`src/rtl/ctrl_msg_arbiter_pkg.sv`:
```
// Shared types and constants for the control-message arbiter: field widths,
// the packed message layout {dir,x,y,type,card,len} and FSM state encoding.
package ctrl_msg_arbiter_pkg;

   localparam int unsigned MOVE_DIR_W = 1;
   localparam int unsigned BLOCK_X_W  = 5;
   localparam int unsigned BLOCK_Y_W  = 3;
   localparam int unsigned MSG_TYPE_W = 4;
   localparam int unsigned CARD_W     = 6;
   localparam int unsigned SEL_LEN_W  = 3;
   localparam int unsigned CTRL_MSG_W = MOVE_DIR_W + BLOCK_X_W + BLOCK_Y_W
                                      + MSG_TYPE_W + CARD_W + SEL_LEN_W;
   localparam int unsigned TIMER_W    = 10;

   localparam logic [MSG_TYPE_W-1:0] MSG_HAND_DOWN = 4'd4;

   typedef struct packed {
      logic                  move_dir;
      logic [BLOCK_X_W-1:0]  block_x;
      logic [BLOCK_Y_W-1:0]  block_y;
      logic [MSG_TYPE_W-1:0] msg_type;
      logic [CARD_W-1:0]     card;
      logic [SEL_LEN_W-1:0]  sel_len;
   } ctrl_msg_t;

   typedef enum logic [1:0] {
      ST_IDLE,
      ST_ISSUE,
      ST_WAIT_BUSY,
      ST_WAIT_DONE
   } state_e;

endpackage

```
`src/rtl/ctrl_msg_arbiter_if.sv`:
```
// Bundle of requester fields, the InterboardCommunication message port and
// the per-requester completion pulses. master = arbiter side, slave = the
// requesters plus the peer link.
interface ctrl_msg_arbiter_if #(
   parameter int unsigned NREQ = 4
);
   import ctrl_msg_arbiter_pkg::*;

   logic [NREQ-1:0]            req_en;
   logic [NREQ-1:0]            req_move_dir;
   logic [BLOCK_X_W*NREQ-1:0]  req_block_x;
   logic [BLOCK_Y_W*NREQ-1:0]  req_block_y;
   logic [MSG_TYPE_W*NREQ-1:0] req_msg_type;
   logic [CARD_W*NREQ-1:0]     req_card;
   logic [SEL_LEN_W*NREQ-1:0]  req_sel_len;
   logic                       inter_ready;

   logic                       ctrl_en;
   logic                       ctrl_move_dir;
   logic [BLOCK_X_W-1:0]       ctrl_block_x;
   logic [BLOCK_Y_W-1:0]       ctrl_block_y;
   logic [MSG_TYPE_W-1:0]      ctrl_msg_type;
   logic [CARD_W-1:0]          ctrl_card;
   logic [SEL_LEN_W-1:0]       ctrl_sel_len;
   logic [NREQ-1:0]            req_ack;
   logic [NREQ-1:0]            req_err;
   logic                       busy;

   modport master (
      input  req_en, req_move_dir, req_block_x, req_block_y, req_msg_type,
             req_card, req_sel_len, inter_ready,
      output ctrl_en, ctrl_move_dir, ctrl_block_x, ctrl_block_y, ctrl_msg_type,
             ctrl_card, ctrl_sel_len, req_ack, req_err, busy
   );

   modport slave (
      output req_en, req_move_dir, req_block_x, req_block_y, req_msg_type,
             req_card, req_sel_len, inter_ready,
      input  ctrl_en, ctrl_move_dir, ctrl_block_x, ctrl_block_y, ctrl_msg_type,
             ctrl_card, ctrl_sel_len, req_ack, req_err, busy
   );

endinterface

```
`src/rtl/ctrl_msg_arbiter_rr_pick.sv`:
```
// Round-robin picker: one-hot grant of the first set request at or after ptr,
// wrapping to the lowest index.
module ctrl_msg_arbiter_rr_pick #(
   parameter int unsigned NREQ  = 4,
   parameter int unsigned PTR_W = 2
) (
   input  logic [NREQ-1:0]  req,
   input  logic [PTR_W-1:0] ptr,
   output logic [NREQ-1:0]  grant,
   output logic             valid
);

   // Two passes instead of a modulo rotation: upper pass covers [ptr, NREQ-1],
   // the wrap pass only fires when nothing at or above ptr is requesting.
   always_comb begin
      grant = '0;
      valid = 1'b0;
      for (int unsigned j = 0; j < NREQ; j++) begin
         if (!valid && req[j] && (j >= 32'(ptr))) begin
            grant[j] = 1'b1;
            valid    = 1'b1;
         end
      end
      for (int unsigned j = 0; j < NREQ; j++) begin
         if (!valid && req[j]) begin
            grant[j] = 1'b1;
            valid    = 1'b1;
         end
      end
   end

endmodule

```
`src/rtl/ctrl_msg_arbiter.sv`:
```
// Shares the single GameControl -> InterboardCommunication message port among
// NREQ requesters: round-robin grant, one-cycle ctrl_en, inter_ready
// busy/done tracking with timeout, then a one-cycle ack or err to the winner.
module ctrl_msg_arbiter #(
   parameter int unsigned NREQ    = 4,
   parameter int unsigned TIMEOUT = 1023
) (
   input  logic               clk,
   input  logic               rst,
   input  logic               interboard_rst,
   ctrl_msg_arbiter_if.master bus
);
   import ctrl_msg_arbiter_pkg::*;

   localparam int unsigned PTR_W = (NREQ > 1) ? $clog2(NREQ) : 1;

   state_e             state, state_nx;
   ctrl_msg_t          msg_q, msg_nx, sel_msg;
   logic [PTR_W-1:0]   grant_q, grant_nx, rr_ptr, rr_nx, sel_idx;
   logic [TIMER_W-1:0] timer, timer_nx, timer_inc;
   logic               en_q, en_nx, busy_q, busy_nx;
   logic               timed_out, finish;
   logic [NREQ-1:0]    ack_q, ack_nx, err_q, err_nx;
   logic [NREQ-1:0]    pick_req, pick_grant, done_vec;
   logic               pick_valid;

   // The requester being acked this cycle still holds req_en; hide it so it
   // is not granted a second time for the same message.
   assign pick_req = bus.req_en & ~(ack_q | err_q);

   ctrl_msg_arbiter_rr_pick #(
      .NREQ  (NREQ),
      .PTR_W (PTR_W)
   ) u_rr_pick (
      .req   (pick_req),
      .ptr   (rr_ptr),
      .grant (pick_grant),
      .valid (pick_valid)
   );

   // Encode the one-hot pick and gather the winner's message fields.
   always_comb begin
      sel_msg = '0;
      sel_idx = '0;
      for (int unsigned j = 0; j < NREQ; j++) begin
         if (pick_grant[j]) begin
            sel_idx          = PTR_W'(j);
            sel_msg.move_dir = bus.req_move_dir[j];
            sel_msg.block_x  = bus.req_block_x[BLOCK_X_W*j +: BLOCK_X_W];
            sel_msg.block_y  = bus.req_block_y[BLOCK_Y_W*j +: BLOCK_Y_W];
            sel_msg.msg_type = bus.req_msg_type[MSG_TYPE_W*j +: MSG_TYPE_W];
            sel_msg.card     = bus.req_card[CARD_W*j +: CARD_W];
            sel_msg.sel_len  = bus.req_sel_len[SEL_LEN_W*j +: SEL_LEN_W];
         end
      end
   end

   // One-hot form of the current grant index for the ack/err pulses.
   always_comb begin
      done_vec = '0;
      for (int unsigned j = 0; j < NREQ; j++) begin
         if (grant_q == PTR_W'(j)) begin
            done_vec[j] = 1'b1;
         end
      end
   end

   // Next-state, next-output and bookkeeping for the message transaction.
   always_comb begin
      state_nx  = state;
      msg_nx    = msg_q;
      grant_nx  = grant_q;
      rr_nx     = rr_ptr;
      timer_nx  = timer;
      en_nx     = 1'b0;
      ack_nx    = '0;
      err_nx    = '0;
      finish    = 1'b0;
      timer_inc = timer + TIMER_W'(1);
      timed_out = (timer_inc == TIMER_W'(TIMEOUT));
      unique case (state)
         ST_IDLE: begin
            if (pick_valid) begin
               msg_nx   = sel_msg;
               grant_nx = sel_idx;
               state_nx = ST_ISSUE;
            end
         end
         ST_ISSUE: begin
            if (bus.inter_ready) begin
               en_nx    = 1'b1;
               timer_nx = '0;
               state_nx = ST_WAIT_BUSY;
            end
         end
         ST_WAIT_BUSY: begin
            if (!bus.inter_ready) begin
               timer_nx = '0;
               state_nx = ST_WAIT_DONE;
            end else if (timed_out) begin
               finish = 1'b1;
               err_nx = done_vec;
            end else begin
               timer_nx = timer_inc;
            end
         end
         ST_WAIT_DONE: begin
            if (bus.inter_ready) begin
               finish = 1'b1;
               ack_nx = done_vec;
            end else if (timed_out) begin
               finish = 1'b1;
               err_nx = done_vec;
            end else begin
               timer_nx = timer_inc;
            end
         end
         default: state_nx = ST_IDLE;
      endcase
      if (finish) begin
         state_nx = ST_IDLE;
         msg_nx   = '0;
         timer_nx = '0;
         rr_nx    = (grant_q == PTR_W'(NREQ - 1)) ? '0 : grant_q + PTR_W'(1);
      end
      busy_nx = (state_nx != ST_IDLE);
   end

   // State and registered outputs; either reset source aborts silently.
   always_ff @(posedge clk) begin
      if (rst || interboard_rst) begin
         state   <= ST_IDLE;
         msg_q   <= '0;
         grant_q <= '0;
         rr_ptr  <= '0;
         timer   <= '0;
         en_q    <= 1'b0;
         ack_q   <= '0;
         err_q   <= '0;
         busy_q  <= 1'b0;
      end else begin
         state   <= state_nx;
         msg_q   <= msg_nx;
         grant_q <= grant_nx;
         rr_ptr  <= rr_nx;
         timer   <= timer_nx;
         en_q    <= en_nx;
         ack_q   <= ack_nx;
         err_q   <= err_nx;
         busy_q  <= busy_nx;
      end
   end

   assign bus.ctrl_en       = en_q;
   assign bus.ctrl_move_dir = msg_q.move_dir;
   assign bus.ctrl_block_x  = msg_q.block_x;
   assign bus.ctrl_block_y  = msg_q.block_y;
   assign bus.ctrl_msg_type = msg_q.msg_type;
   assign bus.ctrl_card     = msg_q.card;
   assign bus.ctrl_sel_len  = msg_q.sel_len;
   assign bus.req_ack       = ack_q;
   assign bus.req_err       = err_q;
   assign bus.busy          = busy_q;

endmodule

```
`src/flat_wrapper.sv`:
```
// flat-port wrapper written by rule: the top's interface ports become plain ports
module ctrl_msg_arbiter_flat import ctrl_msg_arbiter_pkg::*;
#(
   parameter int unsigned NREQ    = 4,
   parameter int unsigned TIMEOUT = 1023
)
  (clk, rst, interboard_rst, bus_req_en, bus_req_move_dir, bus_req_block_x, bus_req_block_y, bus_req_msg_type, bus_req_card, bus_req_sel_len, bus_inter_ready, bus_ctrl_en, bus_ctrl_move_dir, bus_ctrl_block_x, bus_ctrl_block_y, bus_ctrl_msg_type, bus_ctrl_card, bus_ctrl_sel_len, bus_req_ack, bus_req_err, bus_busy);
  ctrl_msg_arbiter_if #(.NREQ(NREQ)) bus_i ();
  input  logic clk;
  input  logic rst;
  input  logic interboard_rst;
  input wire logic [$bits(bus_i.req_en)-1:0] bus_req_en;
  input wire logic [$bits(bus_i.req_move_dir)-1:0] bus_req_move_dir;
  input wire logic [$bits(bus_i.req_block_x)-1:0] bus_req_block_x;
  input wire logic [$bits(bus_i.req_block_y)-1:0] bus_req_block_y;
  input wire logic [$bits(bus_i.req_msg_type)-1:0] bus_req_msg_type;
  input wire logic [$bits(bus_i.req_card)-1:0] bus_req_card;
  input wire logic [$bits(bus_i.req_sel_len)-1:0] bus_req_sel_len;
  input wire logic [$bits(bus_i.inter_ready)-1:0] bus_inter_ready;
  output wire logic [$bits(bus_i.ctrl_en)-1:0] bus_ctrl_en;
  output wire logic [$bits(bus_i.ctrl_move_dir)-1:0] bus_ctrl_move_dir;
  output wire logic [$bits(bus_i.ctrl_block_x)-1:0] bus_ctrl_block_x;
  output wire logic [$bits(bus_i.ctrl_block_y)-1:0] bus_ctrl_block_y;
  output wire logic [$bits(bus_i.ctrl_msg_type)-1:0] bus_ctrl_msg_type;
  output wire logic [$bits(bus_i.ctrl_card)-1:0] bus_ctrl_card;
  output wire logic [$bits(bus_i.ctrl_sel_len)-1:0] bus_ctrl_sel_len;
  output wire logic [$bits(bus_i.req_ack)-1:0] bus_req_ack;
  output wire logic [$bits(bus_i.req_err)-1:0] bus_req_err;
  output wire logic [$bits(bus_i.busy)-1:0] bus_busy;
  assign bus_i.req_en = bus_req_en;
  assign bus_i.req_move_dir = bus_req_move_dir;
  assign bus_i.req_block_x = bus_req_block_x;
  assign bus_i.req_block_y = bus_req_block_y;
  assign bus_i.req_msg_type = bus_req_msg_type;
  assign bus_i.req_card = bus_req_card;
  assign bus_i.req_sel_len = bus_req_sel_len;
  assign bus_i.inter_ready = bus_inter_ready;
  assign bus_ctrl_en = bus_i.ctrl_en;
  assign bus_ctrl_move_dir = bus_i.ctrl_move_dir;
  assign bus_ctrl_block_x = bus_i.ctrl_block_x;
  assign bus_ctrl_block_y = bus_i.ctrl_block_y;
  assign bus_ctrl_msg_type = bus_i.ctrl_msg_type;
  assign bus_ctrl_card = bus_i.ctrl_card;
  assign bus_ctrl_sel_len = bus_i.ctrl_sel_len;
  assign bus_req_ack = bus_i.req_ack;
  assign bus_req_err = bus_i.req_err;
  assign bus_busy = bus_i.busy;
  ctrl_msg_arbiter #(.NREQ(NREQ), .TIMEOUT(TIMEOUT)) u_core (.clk(clk), .rst(rst), .interboard_rst(interboard_rst), .bus(bus_i));
endmodule
```
`config.mk`:
```
export PLATFORM = sky130hd
export DESIGN_NAME = ctrl_msg_arbiter_flat
export DESIGN_NICKNAME = d
export VERILOG_FILES = /design/src/rtl/ctrl_msg_arbiter_pkg.sv /design/src/rtl/ctrl_msg_arbiter_if.sv /design/src/rtl/ctrl_msg_arbiter_rr_pick.sv /design/src/rtl/ctrl_msg_arbiter.sv /design/src/flat_wrapper.sv
export SDC_FILE = /design/constraint.sdc
export NUM_CORES = 1
export LEC_CHECK = 0
export CORE_UTILIZATION = 40
export DETAILED_ROUTE_END_ITERATION = 8
export PLACE_DENSITY = 0.86
export REMOVE_ABC_BUFFERS = 1
export SETUP_SLACK_MARGIN = 0.02
export SKIP_LAST_GASP = 1
export SLEW_MARGIN = 20
export SYNTH_ARGS = -nofsm -noshare
export SYNTH_HDL_FRONTEND = slang
export SYNTH_SLANG_ARGS = --single-unit
```
`constraint.sdc`:
```
create_clock -name clk -period 3.4 [get_ports clk]
set_input_delay 0.68 -clock clk [delete_from_list [all_inputs] [get_ports clk]]
set_output_delay 0.68 -clock clk [all_outputs]
set_load 0.03 [all_outputs]
```
# After elaboration in Yosys (flattened, before gate mapping)
# Cells that the tools add are included.
# totals
register_bits,48
in_bits,96
# classes
n_addsub,2
order_cmp,3
n_eq_ne,9
mux,46
bitwise_logic,6
reduce_logical,27
# op_table
op,n
$mux 22,4
$mux 10,4
$pmux 10 s3,1
$mux 1,24
$mux 2,7
$mux 4,3
$add 10x1->10 const B,1
$eq 10x10->1 const B,1
$logic_and 1x1->1,10
$eq 2x2->1 const B,4
$pmux 4 s2,1
$logic_not 1->1,7
$pmux 2 s3,1
$and 4x4->4,1
$eq 2x1->1 const B,2
$ge 1x2->1 const A,2
$logic_not 2->1,2
$ne 2x2->1 const B,2
$not 4->4,1
$or 4x4->4,1
$reduce_or 2->1,2
$not 1->1,3
$reduce_and 3->1,1
$reduce_bool 3->1,1
other kinds (7),7

# Longest topological paths before layout
# depth
depth_word,32
ltp_mapped,9
ltp_nobuf,8

# Hierarchy
# A second synthesis with hierarchy kept.
# hier_totals
cells_unflattened,339
area_unflattened_um2,2854.0
# by_module_without_submodules
module,instances,cells_each,area_each_um2,seq_area_each_um2
ctrl_msg_arbiter,1,321,2740.1,960.9
ctrl_msg_arbiter_rr_pick,1,18,113.9,0.0

# Worst setup path after synthesis
# Ideal clock, no wire load.
# synth_timing
path_kind,input -> register
startpoint,input port bus_req_en[1]
endpoint,register u_core.msg_q (netlist bit u_core.bus.ctrl_block_x[4])
setup_time_ns,0.079
t_arrival_ns,2.076
required_ns,3.321
slack_ns,1.245
path_stages,6
cell_sequence,nor3b_2 -> o41ai_2 -> clkbuf_1 -> or3_1 -> o221ai_1 -> a211oi_2
# synth_via
elab_chain_len,24
word_cells_on_any_way,35
# synth_lines
element,line_no,text
from (decl),flat_wrapper.sv:12,input wire logic [$bits(bus_i.req_en)-1:0] bus_req_en;
$and 4x4->4 *,ctrl_msg_arbiter.sv:29,assign pick_req = bus.req_en & ~(ack_q | err_q);
$logic_and 1x1->1 (2 in series),ctrl_msg_arbiter_rr_pick.sv:19,if (!valid && req[j] && (j >= 32'(ptr))) begin
$mux 1,ctrl_msg_arbiter_rr_pick.sv:19,
$logic_not 1->1,ctrl_msg_arbiter_rr_pick.sv:19,
$logic_and 1x1->1 (2 in series),ctrl_msg_arbiter_rr_pick.sv:19,
$mux 1,ctrl_msg_arbiter_rr_pick.sv:19,
$logic_not 1->1,ctrl_msg_arbiter_rr_pick.sv:19,
$logic_and 1x1->1,ctrl_msg_arbiter_rr_pick.sv:19,
[6 not listed],--,
$mux 1,ctrl_msg_arbiter_rr_pick.sv:25,if (!valid && req[j]) begin
$logic_not 1->1,ctrl_msg_arbiter_rr_pick.sv:25,
$logic_and 1x1->1,ctrl_msg_arbiter_rr_pick.sv:25,
$mux 1,ctrl_msg_arbiter_rr_pick.sv:25,
$logic_not 1->1,ctrl_msg_arbiter_rr_pick.sv:25,
$logic_and 1x1->1,ctrl_msg_arbiter_rr_pick.sv:25,
$mux 1,ctrl_msg_arbiter_rr_pick.sv:25,
$mux 22 / $reduce_and 2->1 (equally long branches),--,
to (signal assigned),ctrl_msg_arbiter.sv:143,msg_q <= msg_nx;
to (decl),ctrl_msg_arbiter.sv:18,"ctrl_msg_t msg_q, msg_nx, sel_msg;"
# Mark *: on every way between the ends. The rest lies on a longest branch, timed or not.
# A chain may end at the register's enable or synchronous reset.

# Worst setup path after layout
# layout_timing
startpoint,input port bus_req_en[2]
endpoint,register u_core.msg_q (netlist bit u_core.bus.ctrl_card[2])
# layout_via
elab_chain_len,20
word_cells_on_any_way,30
# layout_lines
element,line_no
$and 4x4->4 *,ctrl_msg_arbiter.sv:29
$logic_and 1x1->1 (2 in series),ctrl_msg_arbiter_rr_pick.sv:19
$mux 1,ctrl_msg_arbiter_rr_pick.sv:19
$logic_not 1->1,ctrl_msg_arbiter_rr_pick.sv:19
$logic_and 1x1->1,ctrl_msg_arbiter_rr_pick.sv:19
$mux 1,ctrl_msg_arbiter_rr_pick.sv:19
$logic_not 1->1,ctrl_msg_arbiter_rr_pick.sv:25
$logic_and 1x1->1,ctrl_msg_arbiter_rr_pick.sv:25
[3 not listed],--
$mux 1,ctrl_msg_arbiter_rr_pick.sv:25
$logic_not 1->1,ctrl_msg_arbiter_rr_pick.sv:25
$logic_and 1x1->1,ctrl_msg_arbiter_rr_pick.sv:25
$mux 1,ctrl_msg_arbiter_rr_pick.sv:25
$logic_not 1->1,ctrl_msg_arbiter_rr_pick.sv:25
$logic_and 1x1->1,ctrl_msg_arbiter_rr_pick.sv:25
$mux 1,ctrl_msg_arbiter_rr_pick.sv:25
$mux 22 / $reduce_and 2->1 (equally long branches),--
# Marks and branches as above.

==> results.md <==
- Status: complete, no violations
- Number of DRC markers in iteration 0: 239
- Cell count after placement: between 500 and 600
- Cell count along the critical path: 8
- Crit-path slowest cell: clkdlybuf4s50_1
- Worst Skew: 0.0148 ns
- Vias in the first global route: about 3000
- CP startpoint kind: input pin
- Fmax: approximately 380 MHz
- Largest net degree at the start of global routing: 45
- Hold-fix buffers, CTS: 0
- Total wire length: about 9200 um
- Pwr dens: 296 nW/um^2
- Hold Path Class: reg -> reg
- DRC viols: 0
- Worst Path Max Fanout: 13
- Req. time, crit path: ~3.6 ns
- Most frequent standard cell in the layout excluding fill and tap cells: clkdlybuf4s50_1
- # Post-CTS Setup Buffers: 0
- Min-delay src: u_core.bus.ctrl_sel_len[2]
- Most frequent cells in the layout: 127 x clkdlybuf4s50_1, 48 x dfxtp_1, 22 x nand2_1, 22 x o221ai_1, 22 x or3_1
- Remaining antenna violation count: 0
- Post-synthesis sequential area ratio: 33.1%
- Starting Density: 42.0%
- Clock buffer depth: 2
- CTS-repair resized insts: 0
- CP Class: in -> reg
- Root Buffer: clkbuf_8
- Hold Violations, Final: 0
- Async SR Flop Fraction: 0%
- Layout area overhead: 49.8%
- First-pass GRT wire length: 14300 um
- Post-synth EDFFs: 0
- HPWL after detailed placement: 6770 um
- Max-slew violation count: 0
- Clock Latency Late Sink: 0.30 ns
- Port bufs: 127
- Fin util: 63.0%
- Worst Path Arrival: between 2 and 3 ns
- Worst r2r src: u_core.timer[0]
- Post-synth top area cell: dfxtp_1
- Worst-margin pin slew: 0.573 ns
- Width of the die: 87.2 um
- CP delay by family, top: simple AND/OR/NAND/NOR gates
- Synth Flop Type: dfxtp_1
- Gr usage total: 23.7%
- CTS tree: built
- Synthesized area: between 2000 and 3000 um^2
- YS warnings: 0
- Fill cells: 576
- Synth top area share: 33.1%
- R2r setup slk: 0.94 ns
- Avg Cell Area, Syn: just over 9 um^2
- Setup crit end: u_core.bus.ctrl_card[2]
- Crit path capture type: flip-flop
- Fin nets: 533
- Pre-antenna DRT Iters: 5
- Die H: 87.2 um
- Area of the multi-input gates: 1810 um^2
- DR vias/cell: ~5.9
- Wire per inst: 17.4 um
- GRT overflow: 0
- RSZ-0062 raised after global routing: no
- Core Box Area: 6910 um^2
- Maxcap violations: 0
- Num rows: 30
- Initial antenna violation count: 0
- Final worst path period need: 2.64 ns
- Worst path cell trace: clkdlybuf4s50_1, nor4b_1, o22a_1, nand3b_1, buf_4, or3_1, o221ai_1, a211oi_2
- #FFs+latches synth: 48
- Peak VDD IR: 200 uV
- Clk sinks: 48
- Routability cong.: 0.896
- CP Buf/Inv Count: 2
- Final Non-Filler Cells: roughly 530
- Share of layout cells above drive strength 1: 13.2%
- Die area: 7600 um^2
- Worst r2r dst: u_core.timer[9]
- Synth area leaders: dfxtp_1 33%, a211oi_2 9.0%, a222oi_1 7.2%
- Worst slew margin relative to its limit: 61.5%
- Final setup fails: 0
- H-tree lvl count: 2
- CP max stage delay: 0.46 ns
- Cells after Synth: between 300 and 400
- Top Ports: 128
- Antenna diodes: 0
- Pleak: 1.50 nW
- Reg area: 961 um^2
- Worst Setup SP: bus_req_en[2]
- Synth cell types: 56
- CTS Buf Count: 5
- Final period util: roughly 78%
- Vias post-DR: roughly 3100
- Clk slew on worst S/H paths: 0.09 ns
- R2R cell count: 7
==> tightest hold or removal path, stage by stage (launching register included) <==
cell	delay (ns)
dfxtp_1	0.32
nand2_1	0.07
a211oi_1	0.06
==> final cells by class <==
class                   count  area share [%]
inverters                   8           0.690
flip-flops and latches     48            22.1
repair buffers            136            30.8
well taps                  96            2.76
clock buffers               5            1.58
clock inverters             3           0.431
multi-input cells         232            41.7
==> cell usage after synthesis (8+ instances only) <==
| cell | count |
|---|---|
| inv_1 | 8 |
| or3_1 | 22 |
| dfxtp_1 | 48 |
| and3_1 | 11 |
| a211oi_2 | 21 |
| clkbuf_1 | 16 |
| nor2_1 | 15 |
| nand2_1 | 22 |
| buf_2 | 8 |
| a21oi_1 | 14 |
| o221ai_1 | 22 |
| a222oi_1 | 21 |
| o21ai_0 | 10 |
==> worst min path at each step <==
stage,cells past startpoint,slack (ns),endpoint
2_1_floorplan,2,0.47,u_core.rr_ptr[0]
3_3_place_gp,2,0.46,u_core.bus.ctrl_sel_len[2]
3_5_place_dp,2,0.47,u_core.bus.ctrl_sel_len[2]
4_1_cts,2,0.48,u_core.bus.ctrl_sel_len[2]
5_1_grt,2,0.52,u_core.bus.ctrl_sel_len[2]
6_report,2,0.48,u_core.bus.ctrl_sel_len[2]
==> power by group <==
part | internal [W] | switching [W] | total [W]
registers | 0.000579 | 0.0000154 | 0.000594
clock network | 0.000144 | 0.000194 | 0.000338
logic | 0.000190 | 0.000166 | 0.000357
total | 0.000913 | 0.000376 | 0.00129
==> state kept, by name, summed over array words and instances, names as in the netlist <==
signal,count
u_core.grant_q,2
u_core.bus.busy,1
u_core.timer,10
u_core.state,2
u_core.bus.ctrl_move_dir,1
u_core.bus.req_ack,4
u_core.bus.req_err,4
u_core.bus.ctrl_block_y,3
u_core.bus.ctrl_en,1
u_core.bus.ctrl_card,6
u_core.bus.ctrl_msg_type,4
u_core.rr_ptr,2
u_core.bus.ctrl_block_x,5
u_core.bus.ctrl_sel_len,3
==> stage by stage <==
stage | TNS (ns) | setup slack, ns | power, W | hold WS, ns | area, um^2
floorplan | -5.61 | -0.413 | 0.000766 | 0.473 | 2770
global placement | 0 | 0.553 | 0.000954 | 0.458 | 4260
detailed placement | 0 | 0.463 | 0.000962 | 0.472 | 4260
CTS | 0 | 0.769 | 0.00129 | 0.484 | 4350
global route | 0 | 0.584 | 0.00134 | 0.516 | 4350
finish | 0 | 0.756 | 0.00129 | 0.483 | 4350
==> per-layer routing <==
metal  part of all wire (%)  global-route usage [%]  vias to the layer above  routed length (um)
li1                       -                       -                     1494                   -
met1                     41                    27.3                     1457                3750
met2                     49                    43.2                      149                4520
met3                    8.1                    5.12                       19                 745
met4                    1.7                    7.75                        0                 156
met5                      0                       0                        -                   0
==> cell families (layout without fill, tap and decap cells) <==
kind of cell,Yosys count,after routing,share of synthesized area (%)
simple gates,113,113,23.1
flops,48,48,33.1
buf+inv,35,152,5.64
xor+xnor,5,5,1.51
fa+ha+maj,7,7,2.93
compound gates,104,104,32.6
mux,3,3,1.08
Power figures use the tool's default switching activity.
